<file path="src/rtl/loader_pkg.sv">
// rtl/loader_pkg.sv - shared states and framing constants for the instruction memory loader
package loader_pkg;

    typedef enum logic [2:0] {
        IDLE,
        LEN0,
        LEN1,
        DATA,
        CHK,
        DONE,
        ERR
    } ldr_state_t;

    localparam int LEN_BYTES      = 2;
    localparam int BYTES_PER_WORD = 4;

endpackage

</file>
<file path="src/rtl/byte_packer.sv">
// rtl/byte_packer.sv - gathers accepted bytes little-endian into 32-bit words
module byte_packer
    import loader_pkg::*;
(
    input  logic        clk,
    input  logic        rst,
    input  logic        clear,
    input  logic        byte_valid,
    input  logic [7:0]  byte_data,
    output logic [31:0] word,
    output logic        word_valid
);

    localparam int IDX_W = $clog2(BYTES_PER_WORD);
    localparam logic [IDX_W-1:0] LAST_IDX = IDX_W'(BYTES_PER_WORD - 1);

    logic [IDX_W-1:0] idx_q, idx_d;
    logic [23:0]      shift_q, shift_d;

    always_comb begin
        idx_d   = idx_q;
        shift_d = shift_q;
        if (clear) begin
            idx_d   = '0;
            shift_d = '0;
        end else if (byte_valid) begin
            // Newest byte enters at the top so the first byte ends up in bits [7:0]
            shift_d = {byte_data, shift_q[23:8]};
            idx_d   = idx_q + 1'b1;
        end
    end

    always_ff @(posedge clk or negedge rst) begin
        if (!rst) begin
            idx_q   <= '0;
            shift_q <= '0;
        end else begin
            idx_q   <= idx_d;
            shift_q <= shift_d;
        end
    end

    assign word       = {byte_data, shift_q};
    assign word_valid = byte_valid && !clear && (idx_q == LAST_IDX);

endmodule

</file>
<file path="src/rtl/imem_loader.sv">
// rtl/imem_loader.sv - framed byte-stream boot loader for the instruction memory
module imem_loader
    import loader_pkg::*;
#(
    parameter int ADDR_W    = 8,
    parameter int DATA_W    = 32,
    parameter int MAX_WORDS = 256
) (
    input  logic              clk,
    input  logic              rst,
    input  logic              start,
    input  logic              in_valid,
    input  logic [7:0]        in_data,
    output logic              in_ready,
    output logic              imem_we,
    output logic [ADDR_W-1:0] imem_addr,
    output logic [DATA_W-1:0] imem_wdata,
    output logic              core_rst_hold,
    output logic              done,
    output logic              err,
    output logic [15:0]       words_loaded
);

    localparam logic [16:0] MAX_LEN = 17'(MAX_WORDS);

    ldr_state_t        state_q, state_d;
    logic [7:0]        len_lo_q, len_lo_d;
    logic [15:0]       len_q, len_d;
    logic [7:0]        checksum_q, checksum_d;
    logic [15:0]       words_q, words_d;
    logic              in_ready_q, in_ready_d;
    logic              imem_we_q, imem_we_d;
    logic [ADDR_W-1:0] imem_addr_q, imem_addr_d;
    logic [DATA_W-1:0] imem_wdata_q, imem_wdata_d;
    logic              hold_q, hold_d;
    logic              done_q, done_d;
    logic              err_q, err_d;

    logic              xfer;
    logic [15:0]       len_rx;
    logic              packer_clear;
    logic [31:0]       packed_word;
    logic              packed_valid;

    assign xfer   = in_valid && in_ready_q;
    assign len_rx = {in_data, len_lo_q};

    byte_packer u_packer (
        .clk        (clk),
        .rst        (rst),
        .clear      (packer_clear),
        .byte_valid (xfer && (state_q == DATA)),
        .byte_data  (in_data),
        .word       (packed_word),
        .word_valid (packed_valid)
    );

    always_comb begin
        state_d      = state_q;
        len_lo_d     = len_lo_q;
        len_d        = len_q;
        checksum_d   = checksum_q;
        words_d      = words_q;
        imem_we_d    = 1'b0;
        imem_addr_d  = imem_addr_q;
        imem_wdata_d = imem_wdata_q;
        packer_clear = 1'b0;

        case (state_q)
            IDLE, DONE, ERR: begin
                if (start) begin
                    state_d      = LEN0;
                    words_d      = '0;
                    checksum_d   = '0;
                    packer_clear = 1'b1;
                end
            end
            LEN0: begin
                if (xfer) begin
                    len_lo_d   = in_data;
                    checksum_d = checksum_q + in_data;
                    state_d    = LEN1;
                end
            end
            LEN1: begin
                if (xfer) begin
                    len_d      = len_rx;
                    checksum_d = checksum_q + in_data;
                    if ({1'b0, len_rx} > MAX_LEN) begin
                        state_d = ERR;
                    end else if (len_rx == 16'd0) begin
                        state_d = CHK;
                    end else begin
                        state_d = DATA;
                    end
                end
            end
            DATA: begin
                if (xfer) begin
                    checksum_d = checksum_q + in_data;
                    if (packed_valid) begin
                        imem_we_d    = 1'b1;
                        imem_addr_d  = words_q[ADDR_W-1:0];
                        imem_wdata_d = packed_word;
                        words_d      = words_q + 16'd1;
                        // Leaving now lets the byte in the write cycle count as the checksum
                        if (words_d == len_q) begin
                            state_d = CHK;
                        end
                    end
                end
            end
            CHK: begin
                if (xfer) begin
                    state_d = (in_data == checksum_q) ? DONE : ERR;
                end
            end
            default: state_d = IDLE;
        endcase

        in_ready_d = (state_d == LEN0) || (state_d == LEN1) ||
                     (state_d == DATA) || (state_d == CHK);
        done_d     = (state_d == DONE);
        err_d      = (state_d == ERR);
        hold_d     = (state_d != DONE);
    end

    always_ff @(posedge clk or negedge rst) begin
        if (!rst) begin
            state_q      <= IDLE;
            len_lo_q     <= '0;
            len_q        <= '0;
            checksum_q   <= '0;
            words_q      <= '0;
            in_ready_q   <= 1'b0;
            imem_we_q    <= 1'b0;
            imem_addr_q  <= '0;
            imem_wdata_q <= '0;
            hold_q       <= 1'b1;
            done_q       <= 1'b0;
            err_q        <= 1'b0;
        end else begin
            state_q      <= state_d;
            len_lo_q     <= len_lo_d;
            len_q        <= len_d;
            checksum_q   <= checksum_d;
            words_q      <= words_d;
            in_ready_q   <= in_ready_d;
            imem_we_q    <= imem_we_d;
            imem_addr_q  <= imem_addr_d;
            imem_wdata_q <= imem_wdata_d;
            hold_q       <= hold_d;
            done_q       <= done_d;
            err_q        <= err_d;
        end
    end

    assign in_ready      = in_ready_q;
    assign imem_we       = imem_we_q;
    assign imem_addr     = imem_addr_q;
    assign imem_wdata    = imem_wdata_q;
    assign core_rst_hold = hold_q;
    assign done          = done_q;
    assign err           = err_q;
    assign words_loaded  = words_q;

endmodule

</file>
<file path="config.mk">
export PLATFORM = sky130hd
export DESIGN_NAME = imem_loader
export DESIGN_NICKNAME = d
export VERILOG_FILES = /design/src/rtl/loader_pkg.sv /design/src/rtl/byte_packer.sv /design/src/rtl/imem_loader.sv
export SDC_FILE = /design/constraint.sdc
export NUM_CORES = 1
export LEC_CHECK = 0
export CAP_MARGIN = 20
export CORE_AREA = 4 4 107 109
export CTS_CLUSTER_DIAMETER = 150
export DETAILED_ROUTE_END_ITERATION = 8
export DIE_AREA = 0 0 111 113
export GPL_ROUTABILITY_DRIVEN = 0
export HOLD_SLACK_MARGIN = 0.03
export PLACE_DENSITY = 0.76
export RECOVER_POWER = 25
export SYNTH_ARGS = -nofsm -noshare
export SYNTH_HDL_FRONTEND = slang
export SYNTH_SLANG_ARGS = --single-unit
</file>
<file path="constraint.sdc">
create_clock -name clk -period 3.2 [get_ports clk]
set_input_delay 0.48 -clock clk [delete_from_list [all_inputs] [get_ports clk]]
set_output_delay 0.48 -clock clk [all_outputs]
set_load 0.03 [all_outputs]
</file>
==> impl_metrics.csv, run 1 <==
group,metric,value,unit
outcome,outcome,"completed",
floorplan,start_util,53.4,%
floorplan,ios,73,
clock_tree,root_buffer,"clkbuf_8",
worst_setup_path,critPathLaunch,"words_loaded[1]",
yosys,synthesis.nets,577,
floorplan,die_h,113,um
finish,final_nets,658,
power_and_ir_drop,p_leak,3.36,nW
worst_setup_path,cp_cell_sequence,"ha_1 -> nand4_1 -> or4_1 -> xnor2_1 -> nor4b_2 -> o2111ai_1 -> nand2b_2 -> a21boi_2",
grt,antenna_found_initial,0,
worst_setup_path,arrival,3070,ps
worst_setup_path,critPathMaxStageDelay,570,ps
timing,tightest_slew,1290,ps
yosys,synthCells,555,
yosys,synthTopCellsByArea,"dfrtp_1, nand2_1, mux2_2",
clock_tree,cts.repair.resized,0,
yosys,ys_seq_elements,122,
place,pre_cts_slack,281,ps
yosys,synth_top_area_share,53.4,%
yosys,synth_compound_area_share,12.9,%
yosys,muxShareOfSynthArea,5.14,%
yosys,synth_top_family_by_area,"simple AND/OR/NAND/NOR gates",
yosys,post-synth-top-count-cell,"nand2_1",
grt,grt_start_max_net_pins,53,
clock_tree,tritoncts,"built",
clock_tree,cts_sinks,122,
power_and_ir_drop,ir_drop,0.436,mV
worst_hold_path,min_path_type,"flip-flop to flip-flop",
timing,report.final.slew_viol_count,0,
worst_setup_path,r2r-start,"words_loaded[1]",
clock_tree,insertion_delay,530,ps
yosys,synthArstFlopShare,100,%
worst_setup_path,critPathMaxFanout,6,
worst_setup_path,critPathTopFamily,"simple AND/OR/NAND/NOR gates",
floorplan,die_w,111,um
floorplan,die-area,0.0125,mm2
yosys,ys_top_cells_by_count,"nand2_1, dfrtp_1, a22o_1",
timing,slew_headroom,13.8,%
power_and_ir_drop,p_int,3.70,mW
yosys,ys.flop_type,"dfrtp_1",
yosys,syn_area,0.00567,mm2
floorplan,core_area,0.0106,mm2
place,dp.cells,755,
clock_tree,clkSlewWorstSetupHoldPaths,60,ps
worst_setup_path,crit_required,3650,ps
finish,drive_above_1_share,13.6,%
finish,stdcell_count,789,
timing,holdWs,470,ps
worst_hold_path,hold_start,"imem_wdata[5]",
timing,finalCritPeriodShare,81.8,%
power_and_ir_drop,clkPwrFrac,35.4,%
clock_tree,cts_buffers,17,
clock_tree,htree_levels,4,
timing,hold_viol_final,0,
detailed_routing,ant_nets,0,
worst_setup_path,end_kind,"flip-flop",
floorplan,rows,38,
timing,skew,7.68,ps
detailed_routing,dr.pass1.iters,4,
worst_setup_path,path_class,"flip-flop to flip-flop",
yosys,ys_seq_area_share,53.9,%
yosys,synth_cell_types,52,
yosys,synth_top_area_cell,"dfrtp_1",
clock_tree,cts_setup_buffers,0,
timing,fin_crit,2620,ps
finish,area_growth,27.1,%
yosys,postSynthAreaPerCell,10.2,um2
power_and_ir_drop,sw_frac_of_total,31.5,%
power_and_ir_drop,seqPwrFrac,39.4,%
grt,grt_first_pass_wirelength,23.1,mm
detailed_routing,avgRoutedWirePerCell,17.5,um
detailed_routing,vias,4549,
yosys,synth_edf_count,0,
worst_setup_path,cp-start-kind,"flip-flop",
yosys,synthAdderAreaFrac,2.34,%
timing,fmax,382,MHz
timing,rsz0062_at_grt,"false",
worst_setup_path,critPathSlowestCell,"or4_1",
yosys,synth_xor_area_share,4.17,%
finish,insertedDiodeCount,0,
timing,setup_ws,583,ps
place,dp_hpwl,9.23,mm
power_and_ir_drop,combPwrFrac,25.2,%
place,io_buffer_count,72,
grt,grt.overflow.total,0,
detailed_routing,drt_wl_total,13.8,mm
worst_setup_path,crit_buf_inv,0,
detailed_routing,first_iter_violations,275,
run,cap_violations,0,
power_and_ir_drop,power_per_cell_area,749,mW/mm2
finish,post-route-util,67.9,%
detailed_routing,drt-vias-per-instance,5.77,
clock_tree,hold_buffers,1,
timing,setup_viol,0,
grt,grt_usage,23.1,%
yosys,yosys.area_share.simple,18.9,%
yosys,yosysWarnings,0,
grt,grt_pass1_vias,4583,
power_and_ir_drop,p_switching,1.70,mW
timing,tns,0,ps
detailed_routing,drc,0,
clock_tree,cts_buffer_depth,2,
## logic make-up after synthesis
group / count (synthesis)
and+or+nand+nor: 230
AOI/OAI and AO/OA: 104
xor gates and xnor gates: 27
buffers and inverters: 36
adders and majority gates: 10
muxes: 26
DFF: 122
## worst register-to-register path: stages, from the launching register on
cell	delay [ps]
dfrtp_1	480
ha_1	290
nand4_1	150
or4_1	570
xnor2_1	160
nor4b_2	330
o2111ai_1	230
nand2b_2	160
a21boi_2	170
## final timing paths
path | depth (start not counted) | slack [ps] | to
max | 8 | 580 | err
min | 2 | 470 | imem_wdata[5]
max reg2reg | 8 | 580 | err
min reg2reg | 2 | 470 | imem_wdata[5]
max in group asynchronous | 3 | 1420 | u_packer.shift_q[15]
min in group asynchronous | 2 | 790 | imem_we
## sequential cells by signal (all words and copies together), names as in the netlist
signal            flops
done                  1
u_packer.idx_q        2
in_ready              1
words_loaded         16
u_packer.shift_q     24
core_rst_hold         1
imem_addr             8
len_q                16
imem_we               1
len_lo_q              8
state_q               3
imem_wdata           32
checksum_q            8
err                   1
## power by group through the flow
stage / Combinational [mW] / Sequential, mW / Clock (mW)
4_1_cts: 1.33 / 2.12 / 1.94
2_1_floorplan: 0.988 / 2.05 / 0
3_3_place_gp: 1.25 / 2.13 / 0
6_report: 1.36 / 2.13 / 1.91
5_1_grt: 1.49 / 2.16 / 2.02
3_5_place_dp: 1.31 / 2.14 / 0
## final cells by class
type | instances | area [um2]
multi-input cells | 397 | 2460
flip-flops and latches | 122 | 3050
well taps | 140 | 175
inverters | 7 | 26.3
repair buffers | 91 | 881
fillers | 786 | 3400
clock inverters | 13 | 168
clock buffers | 19 | 432
## per-stage QoR
| stage | power, mW | area (um2) |
|---|---|---|
| CTS | 5.39 | 7190 |
| global placement | 3.38 | 6570 |
| floorplan | 3.04 | 5670 |
| global route | 5.68 | 7200 |
| detailed placement | 3.46 | 6580 |
| finish | 5.39 | 7200 |
## cell usage in the layout (no fill, tap or decap), types with 3 or more instances in the layout
cell type and n:
nand2_1 144, dfrtp_1 121, clkdlybuf4s50_1 71, a22o_1 31
o21ai_0 26, nor2_1 25, mux2_2 25, xnor2_1 18
a21oi_1 16, clkbuf_16 16, buf_4 16, xor2_1 9
ha_1 9, o31ai_1 8, nor4_1 7, nand3_1 7
inv_1 6, nand4_1 6, o41ai_1 6, nor2b_1 5
nor3_1 4, and3_1 4, and2_1 4, or4_1 4
a21o_1 4, clkinv_4 4, nor3b_1 3, or3_1 3
bufinv_16 3
## routing by layer
layer | GRT usage, % | part of all wire, % | vias to the layer above
met1 | 31.0 | 44 | 2261
met4 | 7.55 | 1.0 | 0
met2 | 37.8 | 49 | 150
met3 | 5.29 | 5.8 | 12
met5 | 0 | 0 | -
li1 | - | - | 2126
No activity file was read; power rests on OpenSTA's default activity.
==> inputs of run 2 (changes only) <==
CORE_AREA = 4 4 112 114   (was 4 4 107 109)
DIE_AREA = 0 0 116 118   (was 0 0 111 113)
PLACE_DENSITY = 0.73   (was 0.76)
clock period = 2.3 ns   (was 3.2 ns; I/O delays follow)
==> impl_metrics.csv, run 2 (synthesis results as in run 1) <==
group,metric,value,unit
finish,insertedDiodeCount,0,
detailed_routing,vias,4804,
worst_setup_path,critPathSlowestCell,"or4_1",
timing,finalCritPeriodShare,103,%
worst_setup_path,critPathMaxFanout,5,
place,dp_hpwl,10.3,mm
clock_tree,htree_levels,4,
detailed_routing,drc,0,
clock_tree,insertion_delay,420,ps
worst_setup_path,critPathMaxStageDelay,500,ps
floorplan,die_h,118,um
worst_setup_path,crit_required,2640,ps
grt,antenna_found_initial,0,
detailed_routing,drt-vias-per-instance,5.66,
detailed_routing,drt_wl_total,15.1,mm
worst_setup_path,path_class,"flip-flop to flip-flop",
power_and_ir_drop,p_leak,3.62,nW
worst_setup_path,end_kind,"flip-flop",
finish,area_growth,35.9,%
detailed_routing,first_iter_violations,355,
worst_setup_path,r2r_slack,-60,ps
floorplan,rows,39,
clock_tree,cts_buffer_depth,2,
power_and_ir_drop,power_per_cell_area,997,mW/mm2
timing,tightest_slew,1300,ps
timing,setup_ws,-62.8,ps
timing,holdWs,473,ps
place,pre_cts_slack,-323,ps
timing,report.final.slew_viol_count,0,
floorplan,die_w,116,um
worst_setup_path,arrival,2710,ps
floorplan,ios,73,
clock_tree,cts_buffers,17,
grt,grt.overflow.total,0,
detailed_routing,avgRoutedWirePerCell,17.8,um
finish,post-route-util,67.5,%
outcome,outcome,"finished with violations",
finish,largest_reg_flops,32,
floorplan,die-area,0.0137,mm2
grt,grt_pass1_vias,4797,
worst_setup_path,cp_cell_sequence,"ha_4 -> buf_4 -> and4_1 -> and3_1 -> or4_1 -> nand3_1 -> o2111ai_4 -> nand2b_4 -> a21boi_2",
timing,setup_viol,3,
clock_tree,cts_sinks,122,
detailed_routing,dr.pass1.iters,5,
finish,layout_commonest_cell,"nand2_1",
worst_hold_path,min_path_type,"flip-flop to flip-flop",
timing,hold_viol_final,0,
finish,final_nets,715,
floorplan,core_area,0.0114,mm2
run,cap_violations,0,
worst_setup_path,critPathTopFamily,"simple AND/OR/NAND/NOR gates",
timing,fmax,423,MHz
worst_setup_path,r2r-start,"words_loaded[1]",
worst_hold_path,whs_path_depth,2,
finish,fill_cells,885,
grt,grt_start_max_net_pins,53,
worst_setup_path,crit_buf_inv,1,
worst_setup_path,reg2reg_to,"err",
floorplan,start_util,49.6,%
clock_tree,root_buffer,"clkbuf_16",
timing,rsz0062_at_grt,"true",
timing,slew_headroom,13.0,%
grt,grt_first_pass_wirelength,24.4,mm
outcome,violations,"negative setup slack",
worst_hold_path,hold_start,"imem_wdata[6]",
clock_tree,tritoncts,"built",
timing,fin_crit,2360,ps
worst_setup_path,reg2reg_depth,9,
grt,grt_usage,22.8,%
power_and_ir_drop,ir_drop,0.586,mV
finish,drive_above_1_share,23.1,%
clock_tree,clkSlewWorstSetupHoldPaths,60,ps
timing,skew,6.96,ps
place,io_buffer_count,72,
detailed_routing,ant_nets,0,
worst_setup_path,cp-start-kind,"flip-flop",
finish,mostFrequentLayoutCells,"nand2_1, dfrtp_1, buf_4, clkdlybuf4s50_1, a22o_1",
worst_hold_path,hold_end,"imem_wdata[6]",
-- run 2: final cells by class --
| type | count | area (um2) | area share, % |
|---|---|---|---|
| flip-flops and latches | 122 | 3060 | 39.8 |
| multi-input cells | 397 | 2550 | 33.1 |
| repair buffers | 148 | 1310 | 17.1 |
| clock buffers | 19 | 453 | 5.88 |
| well taps | 143 | 179 | 2.32 |
| clock inverters | 13 | 121 | 1.58 |
| inverters | 7 | 26.3 | 0.341 |
-- run 2: metal layers --
metal	track usage, %	up-vias	routed length [um]
met5	0	-	0
met4	8.85	0	295
met3	5.14	23	826
met2	36.3	167	7550
met1	30.1	2385	6440
li1	-	2229	-
-- run 2: through the flow --
step / cells / cell area (um2) / TNS, ps / total power [mW]
after CTS: 843 / 7630 / -19.0 / 7.65
after global routing: 849 / 7700 / -972 / 8.07
after detailed placement: 810 / 7030 / -1480 / 5.04
after global placement: 810 / 7030 / -790 / 4.93
after floorplan: 555 / 5690 / 0 / 4.23
final: 849 / 7700 / -85.5 / 7.68
-- run 2: report_power, final --
part | switching [mW] | total, mW | leakage [nW] | internal [mW]
sequential | 0.337 | 2.89 | 1.63 | 2.56
combinational | 1.16 | 2.24 | 1.72 | 1.08
clock | 1.00 | 2.55 | 0.268 | 1.54
-- run 2: tightest hold or removal path, stage by stage (launching register included) --
cell     delay (ps)
dfrtp_1         340
nand2_1          50
nand2_1          50
-- run 2: worst max path at each step --
stage | start | to | slack (ps) | cells past startpoint
final | words_loaded[1] | err | -60 | 9
after global routing | words_loaded[0] | err | -200 | 9
after CTS | words_loaded[1] | err | -20 | 8
after detailed placement | in_data[0] | checksum_q[6] | -320 | 9
after global placement | in_data[0] | checksum_q[6] | -200 | 9
after floorplan | words_loaded[0] | state_q[1] | 2 | 8
-- run 2: timing repair --
item | 4_1_cts | 5_1_grt
hold buffers | 1 | 0
buffers inserted | 0 | 6
pin swaps | 0 | 6
setup endpoints to repair | 5 | 7
gates resized for setup | 3 | 7
endpoints found under the hold margin | 45 | 0
==> inputs of run 3 (changes only) <==
CORE_AREA = 4 4 105 107   (was 4 4 112 114)
DIE_AREA = 0 0 109 111   (was 0 0 116 118)
DONT_BUFFER_PORTS = 1   (was default)
PLACE_DENSITY = 0.72   (was 0.73)
==> impl_metrics.csv, run 3 (synthesis results as in run 1) <==
group,metric,value,unit
detailed_routing,dr.pass1.iters,6,
worst_setup_path,crit_buf_inv,0,
worst_setup_path,critPathTopFamily,"simple AND/OR/NAND/NOR gates",
detailed_routing,avgRoutedWirePerCell,19.1,um
floorplan,start_util,55.9,%
timing,tns,-3.93,ps
worst_setup_path,cp-start-kind,"flip-flop",
worst_setup_path,critPathSlowestCell,"or4_4",
timing,finalCritPeriodShare,100,%
finish,final_area,0.00677,mm2
clock_tree,cts_setup_buffers,0,
finish,area_growth,19.5,%
detailed_routing,drc,0,
timing,holdWs,-479,ps
worst_setup_path,path_class,"flip-flop to flip-flop",
worst_setup_path,crit_required,2750,ps
place,io_buffer_count,0,
grt,grt.overflow.total,0,
detailed_routing,drt-vias-per-instance,5.96,
clock_tree,root_buffer,"clkbuf_8",
timing,tightest_slew,662,ps
clock_tree,tritoncts,"built",
finish,drive_above_1_share,20.1,%
floorplan,ios,73,
power_and_ir_drop,ir_drop,0.766,mV
finish,post-route-util,66.8,%
timing,setup_ws,-3.93,ps
power_and_ir_drop,p_leak,3.27,nW
outcome,violations,"negative hold slack, negative setup slack",
finish,layout_commonest_cell,"nand2_1",
grt,grt_pass1_vias,4419,
floorplan,core_area,0.0101,mm2
grt,grt_start_max_net_pins,123,
worst_setup_path,critPathMaxStageDelay,520,ps
worst_setup_path,critPathMaxFanout,5,
worst_setup_path,arrival,2750,ps
place,pre_cts_slack,-8.23,ps
place,dpl_cell_area,0.00605,mm2
outcome,outcome,"finished with violations",
finish,fill_cells,728,
clock_tree,cts_buffers,17,
grt,antenna_found_initial,0,
finish,mostFrequentLayoutCells,"nand2_1, dfrtp_1, buf_4, a22o_1, o21ai_0",
floorplan,die_w,109,um
detailed_routing,vias,4431,
finish,insertedDiodeCount,0,
worst_hold_path,min_path_type,"primary input to async pin",
clock_tree,cts_sinks,122,
timing,report.final.slew_viol_count,0,
timing,slew_headroom,55.7,%
clock_tree,hold_buffers,8,
place,dp_hpwl,8.98,mm
clock_tree,clkSlewWorstSetupHoldPaths,60,ps
detailed_routing,ant_nets,0,
floorplan,die_h,111,um
run,cap_violations,0,
timing,skew,13.2,ps
clock_tree,insertion_delay,530,ps
finish,stdcell_count,743,
timing,rsz0062_at_grt,"true",
clock_tree,htree_levels,4,
floorplan,die-area,0.0121,mm2
worst_setup_path,cp_cell_sequence,"ha_4 -> nand4_1 -> or4_4 -> xnor2_1 -> nor4b_2 -> o2111ai_2 -> nand2b_2 -> a21boi_2",
detailed_routing,drt_wl_total,14.2,mm
timing,setup_viol,1,
floorplan,rows,37,
timing,hold_viol_final,122,
power_and_ir_drop,power_per_cell_area,1120,mW/mm2
detailed_routing,first_iter_violations,403,
grt,grt_first_pass_wirelength,23.3,mm
finish,largest_reg_flops,32,
power_and_ir_drop,total_power,7.56,mW
timing,fin_crit,2300,ps
grt,grt_usage,24.8,%
timing,fmax,434,MHz
finish,final_nets,616,
clock_tree,cts_buffer_depth,2,
place,dp.cells,703,
worst_setup_path,end_kind,"flip-flop",
==> run 3: final timing paths <==
kind | from | endpoint | slack [ps] | cells after the start
worst min register to register | u_packer.shift_q[3] | imem_wdata[3] | 480 | 2
min in group clk | in_data[7] | checksum_q[7] | 90 | 2
worst max-delay path | words_loaded[0] | err | -4 | 8
worst max register to register | words_loaded[0] | err | -4 | 8
worst min-delay path | rst | words_loaded[6] | -480 | 0
max in group asynchronous | rst | core_rst_hold | 2550 | 0
==> run 3: cell type report <==
cell class / count / area (um2) / area share (%)
clock buffers: 19 / 422 / 6.23
clock inverters: 13 / 191 / 2.83
inverters: 7 / 26.3 / 0.388
multi-input cells: 397 / 2510 / 37.1
flip-flops and latches: 122 / 3060 / 45.2
well taps: 136 / 170 / 2.51
repair buffers: 49 / 388 / 5.73
==> run 3: power by group <==
part	switching [mW]	leakage, nW	internal, mW	total [mW]
sequential	0.364	1.63	2.56	2.92
clock	0.980	0.301	1.77	2.75
combinational	0.999	1.34	0.893	1.89
==> run 3: what timing repair did <==
item / in CTS / in global routing
gates cloned: 0 / 0
hold endpoints to repair: 154 / 122
resized for setup: 1 / 3
endpoints found under the setup margin: 1 / 7
==> run 3: layer usage <==
layer  routed length (um)  vias to the layer above  share of wire (%)  global-route usage [%]
met5                    0                        -                  0                       0
met4                  344                        0                2.4                    9.09
met3                 1080                       25                7.6                    6.64
met2                 6750                      177                 48                    37.3
met1                 5990                     2199                 42                    34.5
li1                     -                     2030                  -                       -
